<file path="src/rtl/jk_excitation_seq.sv">
// W-bit JK-flip-flop state register driven by a JK excitation generator (LOAD jumps, WALK counts up).
// Latency: LOAD accept->q at +1 edge, done at +1, ready at +2; WALK takes (target-q) mod 2^W excitation edges.
// Backpressure: tgt_ready low outside IDLE; requests seen then are ignored and must be held by the requester.
module jk_excitation_seq #(
    parameter int W = 4
) (
    input  logic         clk,
    input  logic         rst_n,
    input  logic         tgt_valid,
    output logic         tgt_ready,
    input  logic         tgt_op,
    input  logic [W-1:0] tgt_data,
    output logic [W-1:0] q,
    output logic [W-1:0] j_out,
    output logic [W-1:0] k_out,
    output logic         done,
    output logic [W-1:0] step_count
);

    typedef enum logic [1:0] {IDLE, EXCITE, DONE} state_t;

    state_t       state, state_nxt;
    logic [W-1:0] tgt_q;
    logic         op_q;
    logic [W-1:0] n_want;
    logic [W-1:0] q_nxt;
    logic         accept;

    always_comb begin
        state_nxt = state;
        tgt_ready = 1'b0;
        done      = 1'b0;
        accept    = 1'b0;
        n_want    = q;
        j_out     = '0;
        k_out     = '0;
        case (state)
            IDLE: begin
                tgt_ready = 1'b1;
                if (tgt_valid) begin
                    accept = 1'b1;
                    // A WALK that is already at its target needs no excitation edge.
                    state_nxt = (tgt_op && (tgt_data == q)) ? DONE : EXCITE;
                end
            end
            EXCITE: begin
                n_want = op_q ? (q + W'(1)) : tgt_q;
                j_out  = ~q & n_want;
                k_out  = q & ~n_want;
                if (!op_q || (n_want == tgt_q)) state_nxt = DONE;
            end
            DONE: begin
                done      = 1'b1;
                state_nxt = IDLE;
            end
            default: state_nxt = IDLE;
        endcase
    end

    // Per-bit JK cells; outside EXCITE J=K=0 so every cell holds.
    for (genvar i = 0; i < W; i++) begin : g_cell
        assign q_nxt[i] = (j_out[i] & ~q[i]) | (~k_out[i] & q[i]);
    end

    always_ff @(posedge clk or negedge rst_n) begin
        if (!rst_n) begin
            state      <= IDLE;
            q          <= '0;
            tgt_q      <= '0;
            op_q       <= 1'b0;
            step_count <= '0;
        end else begin
            state <= state_nxt;
            q     <= q_nxt;
            if (accept) begin
                tgt_q      <= tgt_data;
                op_q       <= tgt_op;
                step_count <= '0;
            end else if (state == EXCITE) begin
                step_count <= step_count + W'(1);
            end
        end
    end

endmodule

</file>
<file path="config.mk">
export PLATFORM = sky130hd
export DESIGN_NAME = jk_excitation_seq
export DESIGN_NICKNAME = d
export VERILOG_FILES = /design/src/rtl/jk_excitation_seq.sv
export SDC_FILE = /design/constraint.sdc
export NUM_CORES = 1
export LEC_CHECK = 0
export CAP_MARGIN = 30
export CORE_UTILIZATION = 42
export DETAILED_ROUTE_END_ITERATION = 6
export GPL_TIMING_DRIVEN = 0
export PLACE_DENSITY = 0.72
export SYNTH_ARGS = -nofsm -noshare
export SYNTH_HDL_FRONTEND = slang
export SYNTH_SLANG_ARGS = --single-unit
</file>
<file path="constraint.sdc">
create_clock -name clk -period 1.5 [get_ports clk]
set_input_delay 0.15 -clock clk [delete_from_list [all_inputs] [get_ports clk]]
set_output_delay 0.15 -clock clk [all_outputs]
set_load 0.01 [all_outputs]
</file>
# Word level (Yosys, flattened, before mapping)
# Index checks and enable logic that the tools add are counted.
[word_totals]
reg_bits = 15
in_bits = 8
output_inout_bits = 18
word_cells = 56
[op_classes]
addsub = 2
eq_ne = 6
muxes = 13
bitwise = 24
n_reduce_logical = 6
[op_table]
columns = ["cell", "n"]
rows = [
  ["4-bit 2-to-1 mux", 5],
  ["4-bit by 1-bit adder with 4-bit output, second input constant", 2],
  ["1-bit bitwise AND", 8],
  ["4-bit bitwise AND", 2],
  ["4-bit equality test", 2],
  ["1-bit inverter", 8],
  ["4-bit inverter", 2],
  ["2-bit 2-to-1 mux", 3],
  ["1-bit 2-to-1 mux", 4],
  ["2-bit inequality test, second input constant", 2],
  ["1-bit bitwise OR", 4],
  ["2-bit case mux with 2 select lines", 1],
  ["2-bit by 1-bit equality test with 1-bit output, second input constant", 1],
  ["2-bit equality test, second input constant", 1],
  ["2-bit logical NOT", 1],
  ["2-bit AND reduction", 1],
  ["2-bit nonzero test", 1],
  ["1-bit logical AND", 1],
  ["1-bit logical NOT", 1],
  ["1-bit logical OR", 1],
]

# Logic depth before layout (Yosys ltp)
[logic_depth]
word_depth = 8
ltp_mapped = 5
depth_no_buf = 5

# Worst setup path after synthesis
# No wires, ideal clock.
[synth_timing]
path_kind = "register -> register"
from = "register (tool-made name)"
to = "register state[0]"
setup_ns = 0.138
arrival_ns = 1.377
required_time_ns = 1.362
setup_slack_ns = -0.015
stages_incl_launch_ff = 6
n_path_buf = 0
period_less_slack_ns = 1.515
path_cell_list = "dfrtp_1 ha_1 xnor2_1 nand2_1 o311ai_2 o21ai_0"
[synth_rtl]
columns = ["item", "line", "source"]
rows = [
  ["end signal, assigned", "73", "state <= state_nxt;"],
  ["end, declared", "22", "state_t state, state_nxt;"],
]

==> impl_metrics.toml <==
[floorplanning]
die-height_um = 48.60
die-area_um2 = 2362
fp.coreArea_um2 = 2002
die_wd_um = 48.60
initial_core_utilization = 0.4556
ioPinCount = 26
std_cell_rows = 16

[setup_path]
worst-setup-path-type = "reg -> out"
rr_endpoint = "state[0]$_DFFE_PN0P_"
ff2ff_setup_slack_ns = -0.07
worstPathRequired_ns = 1.35
cp_slowest_cell = "dfrtp_1"
cp_cell_sequence = "buf_6 -> nand3_4 -> and2_4 -> o22ai_4 -> and3_1 -> buf_2"
max_stage_delay_ns = 0.37
worstPathMaxFanout = 8
cp-end-kind = "output port"
timing.reg2reg.worst_path_depth = 6
crit_arrival_ns = 1.47
critical_path.startpoint_type = "flip-flop"
timing.critical_path.to = "k_out[3]"

[global_routing]
globalRouteOverflowTotal = 0
grt_pass1_wl_um = 3898
antenna_found_initial = 0
grt_max_degree = 16
vias_in_the_first_global_route = 845
track_usage = 0.2163

[drt]
detail_route.vias_per_cell = 5.209
route.vias.total = 849
drc = 0
first_pass_iters = 4
postRouteWirelength_um = 2334
drt_iter0_drc = 8
postRouteAntennaNets = 0
detail_route.wl_per_cell_um = 14.32

[power_and_ir_drop]
tot_pwr_uw = 3385
power.density_cell_area_nw_per_um2 = 2377
total_leakage_power_uw = 0.0006321
vdd_drop_max_mv = 1.263

[clocking]
cts_max_level = 1
worst_skew_pair.late_latency_ns = 0.28
max-clock-path-buffers = 2
clockRootBuffer = "clkbuf_4"
cts.sinks = 15
clkTransAtPathRegs_ns = 0.10
total_cts_buffers = 3
cts_tree = "built"

[sta]
relSlewSlack = 0.5332
timing.final.crit_share = 1.083
count_of_final_hold_check_violations = 0
clock_skew_ns = 0.007255
max_slew.worst_pin.slew_ns = 0.6981
timing_max_transition_violations_final = 0
post-route-min-period_ns = 1.624
final-setup-viol-count = 6
grt_setup_unrepaired = "yes"
achievable-frequency_mhz = 615.6
final.setup.worst_slack_ns = -0.1244

[synth]
post-synth-top-area-cell = "dfrtp_1"
number_of_instances_in_the_synthesized_netlist = 94
post_synth_most_frequent_cells = "15 x dfrtp_1, 10 x o21ai_0, 9 x nand2_1, 7 x nand3_1, 7 x xnor2_1"
synthesis.area_um2 = 912.1
synth.most_common_cell = "dfrtp_1"
async_set_or_reset_flop_fraction_in_the_synthesized_netlist = 1.000
synth_compound_area_frac = 0.1152
yosys.area.top_type_share = 0.4115
synth_mux_area_frac = 0.07270
synth-xor-area-share = 0.1043
synthDistinctLibCells = 28
ys.warnings.count = 0
synth_seq_cells = 15
synthesized_net_count = 104
synth-simple-area-share = 0.1934
synth.top_cells.by_area = "dfrtp_1 41%, xnor2_1 6.7%, buf_6 6.2%"
synth_enable_flop_cells = 0
synth_ff_type = "dfrtp_1"
yosysSeqAreaShare = 0.4115
synthesis.area_per_instance_um2 = 9.703
synth_top_family_by_area = "simple AND/OR/NAND/NOR gates"
synthAdderAreaFrac = 0.02743

[worst_hold_path]
hold_class = "in -> async"

[outcome]
status = "finished, violations left"
violations_in_the_final_reports = "negative setup slack"

[placement]
post_dp_cell_area_um2 = 1197
portBuffers = 25
detailedPlacementHpwl_um = 1417
gpl.final_weighted_congestion = 0.7805

[flow_run]
timing.max_cap.violations = 0

[final_layout]
num-nets-final = 147
synthToLayoutAreaGrowth_pct = 56.10
layout-drive-gt1-share = 0.3971
final_area_um2 = 1424
antenna-diode-count = 0
## cell usage in the layout, fill, tap and decap left out, drive strengths merged
cell type | Yosys | routed
o311ai | 1 | 1
o21ai | 10 | 10
and2 | 1 | 1
o22ai | 1 | 1
dfrtp | 15 | 15
buf | 6 | 28
ha | 2 | 2
clkinv | 0 | 1
a21oi | 2 | 2
mux2 | 5 | 5
or3 | 1 | 1
nand2b | 1 | 1
and3 | 2 | 2
nor3 | 6 | 6
nor2 | 4 | 4
nor2b | 4 | 4
nand4 | 1 | 1
xnor2 | 8 | 8
nand3 | 7 | 7
clkbuf | 1 | 4
nand2 | 9 | 9
inv | 1 | 1
dlygate4sd2 | 0 | 3
o21a | 1 | 1
a211oi | 1 | 1
clkdlybuf4s50 | 0 | 13
a21o | 1 | 1
mux2i | 1 | 1
xor2 | 2 | 2
## routing by layer
| layer | routed length, µm | global-route usage | vias up |
|---|---|---|---|
| met1 | 1005 | 0.2575 | 425 |
| li1 | - | - | 410 |
| met4 | 16 | 0.08333 | 0 |
| met5 | 0 | 0 | - |
| met2 | 1269 | 0.3796 | 12 |
| met3 | 44 | 0.04403 | 2 |
## worst min path at each step
| stage | slack [ns] | to | startpoint |
|---|---|---|---|
| after global routing | 0.33 | op_q$_DFFE_PN0P_ | rst_n |
| after CTS | 0.29 | state[0]$_DFFE_PN0P_ | rst_n |
| after detailed placement | 0.49 | step_count[3]$_DFFE_PN0P_ | step_count[3]$_DFFE_PN0P_ |
| final | 0.27 | op_q$_DFFE_PN0P_ | rst_n |
| after floorplan | -0.15 | async pin | rst_n |
| after global placement | 0.48 | step_count[3]$_DFFE_PN0P_ | step_count[3]$_DFFE_PN0P_ |
## worst max-delay path, delay by kind of cell, from the launching register on
family	cells	cell delay (ns)
AOI/OAI and AO/OA	1	0.13
buffers and inverters	2	0.27
DFF	1	0.37
and+or+nand+nor	3	0.41
## area by class of cell
| class | instances | area, µm² |
|---|---|---|
| fillers | 156 | 578.1 |
| plain buffers | 7 | 82.58 |
| repair buffers | 38 | 326.6 |
| inverters | 1 | 3.754 |
| flip-flops and latches | 15 | 377.9 |
| multi-input cells | 71 | 571.8 |
| clock inverters | 1 | 5.005 |
| well taps | 27 | 33.78 |
| clock buffers | 3 | 22.52 |
## stage by stage
step / instances / setup WS [ns] / hold WS [ns] / util / setup TNS [ns]
floorplan: 94 / 0.008755 / -0.1456 / - / 0
global placement: 146 / -0.4209 / 0.4783 / 0.5981 / -2.501
detailed placement: 146 / -0.4309 / 0.4917 / 0.5981 / -2.733
CTS: 160 / -0.1673 / 0.2891 / 0.6663 / -0.4257
global route: 163 / -0.2222 / 0.3258 / 0.7113 / -0.9916
finish: 163 / -0.1244 / 0.2727 / 0.7113 / -0.4651
## power breakdown
part | switching [µW] | total [µW] | internal [µW]
Sequential | 198 | 787 | 589
Clock | 143 | 241 | 98.8
Combinational | 1070 | 2360 | 1290
Total | 1410 | 3380 | 1980
## timing repair
item | CTS | global route
cloned | 0 | 1
endpoints found under the setup margin | 11 | 10
hold buffers | 0 | 0
resized for setup | 54 | 11
buffers inserted | 10 | 3
pin swaps | 6 | 9
## cells by family after synthesis
| logic type | after synthesis |
|---|---|
| xor gates and xnor gates | 10 |
| muxes | 6 |
| adders and majority gates | 2 |
| and+or+nand+nor | 36 |
| AOI/OAI and AO/OA | 17 |
| buffers and inverters | 8 |
| DFF | 15 |
No activity file was read; power rests on OpenSTA's default activity.
